**config.mk**
```make
export PLATFORM = sky130hd
export DESIGN_NAME = pedal_chain_sequencer
export DESIGN_NICKNAME = d
export VERILOG_FILES = /design/src/rtl/pedal_pkg.sv /design/src/rtl/pedal_chain_sequencer_watchdog.sv /design/src/rtl/pedal_chain_sequencer.sv
export SDC_FILE = /design/constraint.sdc
export NUM_CORES = 1
export LEC_CHECK = 0
export BUFFER_PORTS_ARGS = -buffer_cell sky130_fd_sc_hd__buf_2
export CELL_PAD_IN_SITES_DETAIL_PLACEMENT = 1
export CELL_PAD_IN_SITES_GLOBAL_PLACEMENT = 2
export CORE_UTILIZATION = 28
export CTS_BUF_LIST = sky130_fd_sc_hd__clkbuf_8 sky130_fd_sc_hd__clkbuf_16
export DETAILED_ROUTE_END_ITERATION = 7
export PLACE_DENSITY = 0.89
export SLEW_MARGIN = 25
export SYNTH_ARGS = -nofsm -noshare
export SYNTH_HDL_FRONTEND = slang
export SYNTH_SLANG_ARGS = --single-unit
```
**constraint.sdc**
```tcl
create_clock -name Clk -period 2.1 [get_ports Clk]
set_input_delay 0.315 -clock Clk [delete_from_list [all_inputs] [get_ports Clk]]
set_output_delay 0.315 -clock Clk [all_outputs]
set_load 0.01 [all_outputs]
```
**src/rtl/pedal_pkg.sv**
```systemverilog
// Shared types and defaults for the pedal chain sequencer.
// Imported by the sequencer top and its watchdog.
package pedal_pkg;

  localparam int N_STAGES_DEF = 4;
  localparam int W_DEF        = 16;
  localparam int TIMEOUT_DEF  = 255;

  typedef enum logic [1:0] {
    IDLE,
    SELECT,
    WAIT,
    DRAIN
  } seq_state_t;

  typedef logic [15:0] sample_t;

endpackage

```
**src/rtl/pedal_chain_sequencer_watchdog.sv**
```systemverilog
// Saturating cycle counter guarding one handshake phase.
// Cleared on phase entry, counts while enabled, flags expiry.
module stage_watchdog
  import pedal_pkg::*;
#(
  parameter int TIMEOUT = TIMEOUT_DEF,
  parameter int CW      = $clog2(TIMEOUT + 1)
) (
  input  logic Clk,
  input  logic Reset,
  input  logic clear,
  input  logic enable,
  output logic expired
);

  logic [CW-1:0] count;

  // Count up while enabled; hold at all-ones instead of wrapping.
  always_ff @(posedge Clk or posedge Reset) begin
    if (Reset) begin
      count <= '0;
    end else if (clear) begin
      count <= '0;
    end else if (enable && count != '1) begin
      count <= count + CW'(1);
    end
  end

  assign expired = (count == CW'(TIMEOUT - 1));

endmodule

```
**src/rtl/pedal_chain_sequencer.sv**
```systemverilog
// Runs one frame through the enabled pedals in order using
// each pedal's 4-phase START/DONE handshake on a shared bus.
module pedal_chain_sequencer
  import pedal_pkg::*;
#(
  parameter int N_STAGES = N_STAGES_DEF,
  parameter int W        = W_DEF,
  parameter int TIMEOUT  = TIMEOUT_DEF
) (
  input  logic                  Clk,
  input  logic                  Reset,
  input  logic [W-1:0]          Sample_in,
  input  logic                  Sample_valid,
  input  logic [N_STAGES-1:0]   Enable,
  input  logic                  Clear_flags,
  output logic [N_STAGES-1:0]   Stage_start,
  output logic [W-1:0]          Stage_in,
  input  logic [N_STAGES-1:0]   Stage_done,
  input  logic [N_STAGES*W-1:0] Stage_out,
  output logic [W-1:0]          Signal_out,
  output logic                  Out_valid,
  output logic                  Busy,
  output logic                  Overrun,
  output logic [N_STAGES-1:0]   Timeout_err
);

  localparam int IW = $clog2(N_STAGES + 1);

  seq_state_t state, state_d;

  logic [W-1:0]        acc, acc_d;
  logic [IW-1:0]       idx, idx_d;
  logic [N_STAGES-1:0] en, en_d;
  logic [W-1:0]        sig_d;
  logic                ov_d;
  logic [N_STAGES-1:0] start_d;
  logic                busy_d;
  logic                ovr_d;
  logic [N_STAGES-1:0] terr_d;
  logic [N_STAGES-1:0] to_set;

  logic [N_STAGES-1:0] cur_oh;
  logic                cur_en;
  logic                cur_done;
  logic [W-1:0]        cur_out;

  logic wd_clr;
  logic wd_en;
  logic wd_exp;

  stage_watchdog #(
    .TIMEOUT (TIMEOUT)
  ) u_wd (
    .Clk     (Clk),
    .Reset   (Reset),
    .clear   (wd_clr),
    .enable  (wd_en),
    .expired (wd_exp)
  );

  assign Stage_in = acc;

  // Decode the active stage; one-hot is zero once idx passes the end.
  always_comb begin
    cur_oh   = N_STAGES'(1) << idx;
    cur_en   = |(en & cur_oh);
    cur_done = |(Stage_done & cur_oh);
    cur_out  = '0;
    for (int i = 0; i < N_STAGES; i++) begin
      if (idx == IW'(i)) begin
        cur_out = Stage_out[i*W +: W];
      end
    end
  end

  // Next-state and next-output logic of the frame sequencer.
  always_comb begin
    state_d = state;
    acc_d   = acc;
    idx_d   = idx;
    en_d    = en;
    sig_d   = Signal_out;
    ov_d    = 1'b0;
    start_d = Stage_start;
    to_set  = '0;
    wd_clr  = 1'b0;
    wd_en   = 1'b0;

    unique case (state)
      IDLE: begin
        if (Sample_valid) begin
          acc_d   = Sample_in;
          en_d    = Enable;
          idx_d   = '0;
          state_d = SELECT;
        end
      end
      SELECT: begin
        wd_clr = 1'b1;
        if (idx == IW'(N_STAGES)) begin
          sig_d   = acc;
          ov_d    = 1'b1;
          state_d = IDLE;
        end else if (cur_en) begin
          start_d = cur_oh;
          state_d = WAIT;
        end else begin
          idx_d = idx + IW'(1);
        end
      end
      WAIT: begin
        if (cur_done) begin
          acc_d   = cur_out;
          start_d = '0;
          wd_clr  = 1'b1;
          state_d = DRAIN;
        end else if (wd_exp) begin
          start_d = '0;
          to_set  = cur_oh;
          wd_clr  = 1'b1;
          state_d = DRAIN;
        end else begin
          wd_en = 1'b1;
        end
      end
      DRAIN: begin
        if (!cur_done) begin
          idx_d   = idx + IW'(1);
          state_d = SELECT;
        end else if (wd_exp) begin
          to_set  = cur_oh;
          idx_d   = idx + IW'(1);
          state_d = SELECT;
        end else begin
          wd_en = 1'b1;
        end
      end
      default: begin
        state_d = IDLE;
      end
    endcase

    busy_d = (state_d != IDLE);

    if (Sample_valid && state != IDLE) begin
      ovr_d = 1'b1;
    end else if (Clear_flags) begin
      ovr_d = 1'b0;
    end else begin
      ovr_d = Overrun;
    end

    terr_d = (Timeout_err & ~{N_STAGES{Clear_flags}}) | to_set;
  end

  // Register state, datapath and every output.
  always_ff @(posedge Clk or posedge Reset) begin
    if (Reset) begin
      state       <= IDLE;
      acc         <= '0;
      idx         <= '0;
      en          <= '0;
      Signal_out  <= '0;
      Out_valid   <= 1'b0;
      Stage_start <= '0;
      Busy        <= 1'b0;
      Overrun     <= 1'b0;
      Timeout_err <= '0;
    end else begin
      state       <= state_d;
      acc         <= acc_d;
      idx         <= idx_d;
      en          <= en_d;
      Signal_out  <= sig_d;
      Out_valid   <= ov_d;
      Stage_start <= start_d;
      Busy        <= busy_d;
      Overrun     <= ovr_d;
      Timeout_err <= terr_d;
    end
  end

endmodule
```
### After elaboration in Yosys (flattened, before gate mapping)

Index checks and enable logic that the tools add are counted.

* $add $sub $neg: 2
* reductions and logical operators: 18
* equal/unequal tests: 16
* shift-type cells: 1
* mux-type cells: 43
* bitwise gates (word level): 5

Operator list (count)
* $mux 16: 6
* $pmux 16 s2: 1
* $mux 4: 7
* $mux 8: 2
* $pmux 4 s2: 2
* $mux 3: 5
* $mux 2: 7
* $and 4x4->4: 3
* $reduce_bool 2->1: 6
* $ne 2x2->1 const B: 5
* $mux 1: 9
* $pmux 3 s3: 1
* $add 8x1->8 const B: 1
* $eq 8x8->1 const B: 1
* $ne 8x8->1 const B: 1
* $pmux 2 s4: 1
* $reduce_or 4->1: 2
* $eq 3x2->1 const B: 2
* $ne 3x2->1 const B: 2
* $reduce_and 5->1: 1
* $eq 2x2->1 const B: 2
* $not 4->4: 1
* $or 4x4->4: 1
* $pmux 1 s2: 2
* other kinds (12): 14

* output and inout bits: 43
* word-level logic and storage cells: 96
* register bits after elaboration: 60
* input port bits: 92

### Longest topological paths before layout

* depth in word-level cells: 8
* depth in mapped cells: 9
* depth with buffers taken out: 7

### Modules after synthesis

Synthesis repeated with hierarchy kept, for this count alone.

* cell total of the unflattened synthesis: 410
* area total of the unflattened synthesis: 3622.2 µm²

By module, submodules not included
* pedal_chain_sequencer: area each 3098.0 µm², instances 1, sequential area each 1301.2 µm², cells an instance 355
* stage_watchdog: area each 524.3 µm², instances 1, sequential area each 200.2 µm², cells an instance 55

### Worst setup path before layout

Ideal clock, no wire load.

* path kind: reg2reg
* start point: reg idx[2]
* end point: reg Stage_start[3]
* setup slack: 0.202 ns
* clock period less this slack: 1.898 ns
* path buffers: 2
* data arrival time: 1.777 ns
* setup time: 0.121 ns
* cell stages (with the launch flop): 10
* required time: 1.979 ns
* cells stage by stage: dfrtp_1 buf_6 inv_1 ha_1 clkbuf_1 nand2_1 o21ai_0 nand2_1 a22o_1 a22o_1

* word-level cells in the longest chain between the ends: 5

RTL lines
* start, declared: RTL line pedal_chain_sequencer.sv:32 `logic [IW-1:0] idx, idx_d;`
* start signal, assigned: RTL line pedal_chain_sequencer.sv:172 `idx <= idx_d;`
* $shl 1x3->4: RTL line pedal_chain_sequencer.sv:65 `cur_oh = N_STAGES'(1) << idx;`
* $and 4x4->4, on equally long branches: RTL line pedal_chain_sequencer.sv:67, pedal_chain_sequencer.sv:66
* $reduce_or 4->1, on equally long branches: RTL line pedal_chain_sequencer.sv:67, pedal_chain_sequencer.sv:66
* $ne 3x2->1 (no line) (tied with other cells)
* $reduce_and 4->1 (no line) / $pmux 4 s2 (equally long branches)
* end signal, assigned: RTL line pedal_chain_sequencer.sv:176 `Stage_start <= start_d;`
* end, declared: RTL line pedal_chain_sequencer.sv:16 `output logic [N_STAGES-1:0] Stage_start,`

Parallel ways exist; a longest one is shown, timed or not. The select of a mux whose other input is x is not followed.
A chain may end at the register's enable or synchronous reset.

### Worst setup path after layout

* start point: reg idx[0]
* end point: reg idx[1]

* word-level cells in the longest chain between the ends: 5

RTL lines
* branches (longest 5 deep; another with $add 3x1->3)

Several ways; the timed one is not identified. The select of a mux whose other input is x is not followed.

==> impl_metrics.csv <==
group,metric,value,unit
synth,syn_nets,458,
timing,grt_setup_unrepaired,"true",
timing,relSlewSlack,0.624,
setup_path,cp_slowest_stage_delay,0.47,ns
synth,synth_top_flop_cell,"dfrtp_1",
route,post_drt_wl_per_cell,19.3,um
floorplanning,die_h,112,um
timing,finalHoldViolCount,0,
timing,fin_crit,2.14,ns
setup_path,cp-end-kind,"flop",
setup_path,path_depth,8,
clocking,clk_root_buffer_cell,"clkbuf_16",
setup_path,critical_path_class,"reg -> reg",
timing,clock_skew,0.00728,ns
setup_path,crit_family,"compound AO/OA/AOI/OAI gates",
place,numPortBuffers,134,
setup_path,cp_max_fo,3,
grt,grt_overflow,0,
clocking,cts_tree,"yes",
grt,grt_usage,0.202,
floorplanning,rows,39,
route,via_per_inst,5.27,
grt,grt_antenna_before_repair,1,
route,dr.pass1.iters,8,
setup_path,critPathLaunch,"idx[0]",
setup_path,critPathRequiredTime,2.35,ns
power_and_ir_drop,power_density,1520,nW/um2
floorplanning,io_pins,135,
synth,syn-instance-count,355,
setup_path,startpoint_type,"flop",
clocking,cts.sinks,60,
timing,whs,0.0467,ns
synth,synth_top_cell_by_area,"dfrtp_1",
setup_path,reg2reg_slack,-0.04,ns
grt,grt_pass1_wl,19.4,mm
synth,synth_enable_flop_cells,0,
clocking,clkTransAtPathRegs,0.06,ns
place,placed_cells,631,
setup_path,critPathSlowestCell,"a222oi_1",
status,failed_checks,"DRC, setup timing",
synth,ys_types,46,
worst_hold_path,hp-class,"in -> async",
power_and_ir_drop,leakage,2.22,nW
floorplanning,core,11600,um2
timing,setup_violations,7,
synth,yosysMostFrequentCell,"dfrtp_1",
synth,yosys_warnings,0,
synth,synth_common_cells,"dfrtp_1 (60), a21oi_1 (40), nand2_1 (29)",
floorplanning,die-area,12600,um2
setup_path,path_buf_inv,2,
setup_path,reg2reg_to,"idx[1]",
route,drt_iter0_drc,247,
route,totalWireLength,12.5,mm
route,vias,3423,
clocking,insertion_delay,0.33,ns
layout,final_cell_count_no_fill,649,
grt,grt_max_degree,61,
synth,synthArstFlopShare,1.00,
status,outcome,"finished with violations",
synth,synth_area,3400,um2
synth,avgSynthCellArea,9.57,um2
synth,netlist.area_leader.share,0.442,
setup_path,crit_arrival,2.39,ns
clocking,cts-buffers-inserted,9,
floorplanning,die_w,112,um
synth,ys_ff_latch,60,
synth,ys_seq_area_frac,0.442,
timing,maxSlewViolCount,0,
floorplanning,start_util,0.292,
place,dp_hpwl,9.26,mm
setup_path,worstReg2RegStart,"idx[0]",
timing,fmax,0.466,GHz
layout,finalNetCount,604,
setup_path,ff2ff_path_depth,8,
power_and_ir_drop,ir_drop,0.574,mV
clocking,clockBufferDepth,2,
route,remaining_drc_errors,20,
route,drtAntennaViolNets,0,
layout,syn_to_final_growth,39.4,%
setup_path,crit_path_end,"idx[1]",
timing,worst_slew_pin_slew,0.564,ns
run,timing.max_cap.violations,0,
timing,fin_ws,-0.0448,ns
layout,n_antenna_cell,0,
layout,drive_gt1_frac,0.421,
place,place_congestion,0.852,
clocking,htreeDepth,3,
setup_path,path_cells,"inv_1, ha_1, buf_4, a222oi_1, o21ai_2, nand2_1, nand3_1, mux2i_1",
synth,synthTopCellsByArea,"dfrtp_1 (44%), mux2_2 (7.0%), a21oi_1 (5.9%), a2bb2oi_1 (4.1%), ha_1 (4.1%)",
timing,finalCritPeriodShare,1.02,
clocking,hold_buffers,0,
grt,grt_pass1_vias,3587,
worst min-delay path by stage:
stage                      from             end  depth (start not counted)
floorplan           Clear_flags  Timeout_err[0]                          1
global placement          Reset       Out_valid                          3
detailed placement        Reset       Out_valid                          3
CTS                       Reset       Out_valid                          3
global route              Reset       Out_valid                          3
finish                    Reset       Out_valid                          3
timing repair:
item | CTS | global route
pin swaps | 0 | 2
resized for setup | 7 | 13
setup buffers | 0 | 2
setup endpoints to repair | 18 | 23
power by group:
group          leakage (nW)  total, mW  internal, mW  switching, mW
combinational          1.33       3.78          1.73           2.05
sequential            0.746       1.92          1.62          0.307
clock                 0.144       1.50         0.947          0.549
layout by cell type (no fill, tap or decap), types with 18 or more instances in the layout:
master | Yosys | layout
inv_1 | 19 | 18
dfrtp_1 | 60 | 60
buf_2 | 5 | 134
nand2_1 | 29 | 28
o21ai_0 | 27 | 25
nor2_1 | 23 | 23
buf_4 | 0 | 18
mux2_2 | 21 | 21
a21oi_1 | 40 | 39
nand3b_1 | 18 | 18
tightest hold or removal path, cell delays in order:
cell    delay [ns]
buf_2         0.10
inv_2         0.06
buf_12        0.30
layer usage:
layer  part of all wire  vias to the layer above  global-route usage
met4              0.018                        0              0.0640
met2               0.51                      129               0.365
li1                   -                     1595                   -
met5                  0                        -                   0
met1               0.40                     1681               0.236
met3              0.065                       18              0.0470
through the flow:
step                cell area (um2)  worst slack, ns  total power [mW]  TNS [ns]  utilization
floorplan                      3400            0.202              4.14         0            -
global placement               4340          -0.0372              5.40   -0.0655        0.374
detailed placement             4340           -0.220              5.55     -1.50        0.374
CTS                            4670          -0.0148              7.14   -0.0148        0.402
global route                   4730           -0.236              7.72     -1.91        0.407
finish                         4730          -0.0448              7.20   -0.0983        0.407
layout make-up:
cell class / instances / area, um2
clock buffers: 10 / 239
clock inverters: 6 / 63.8
fillers: 1374 / 6880
inverters: 20 / 75.1
multi-input cells: 252 / 1770
flip-flops and latches: 60 / 1500
well taps: 143 / 179
repair buffers: 158 / 907
state kept, by name (all words and copies together) (netlist names):
signal	count
Signal_out	16
Stage_in	16
u_wd.count	8
Stage_start	4
Timeout_err	4
en	4
idx	3
state	2
Busy	1
Out_valid	1
Overrun	1
cell families (layout without fill, tap and decap cells):
logic type,after synthesis,count (layout),synth area share
adder cells (fa/ha/maj),11,11,0.0405
buffers and inverters,43,194,0.0538
flip-flops,60,60,0.442
multiplexers,25,25,0.0814
AND/OR/NAND/NOR,95,95,0.147
AO/OA/AOI/OAI,121,121,0.235
No activity file was read; power rests on OpenSTA's default activity.
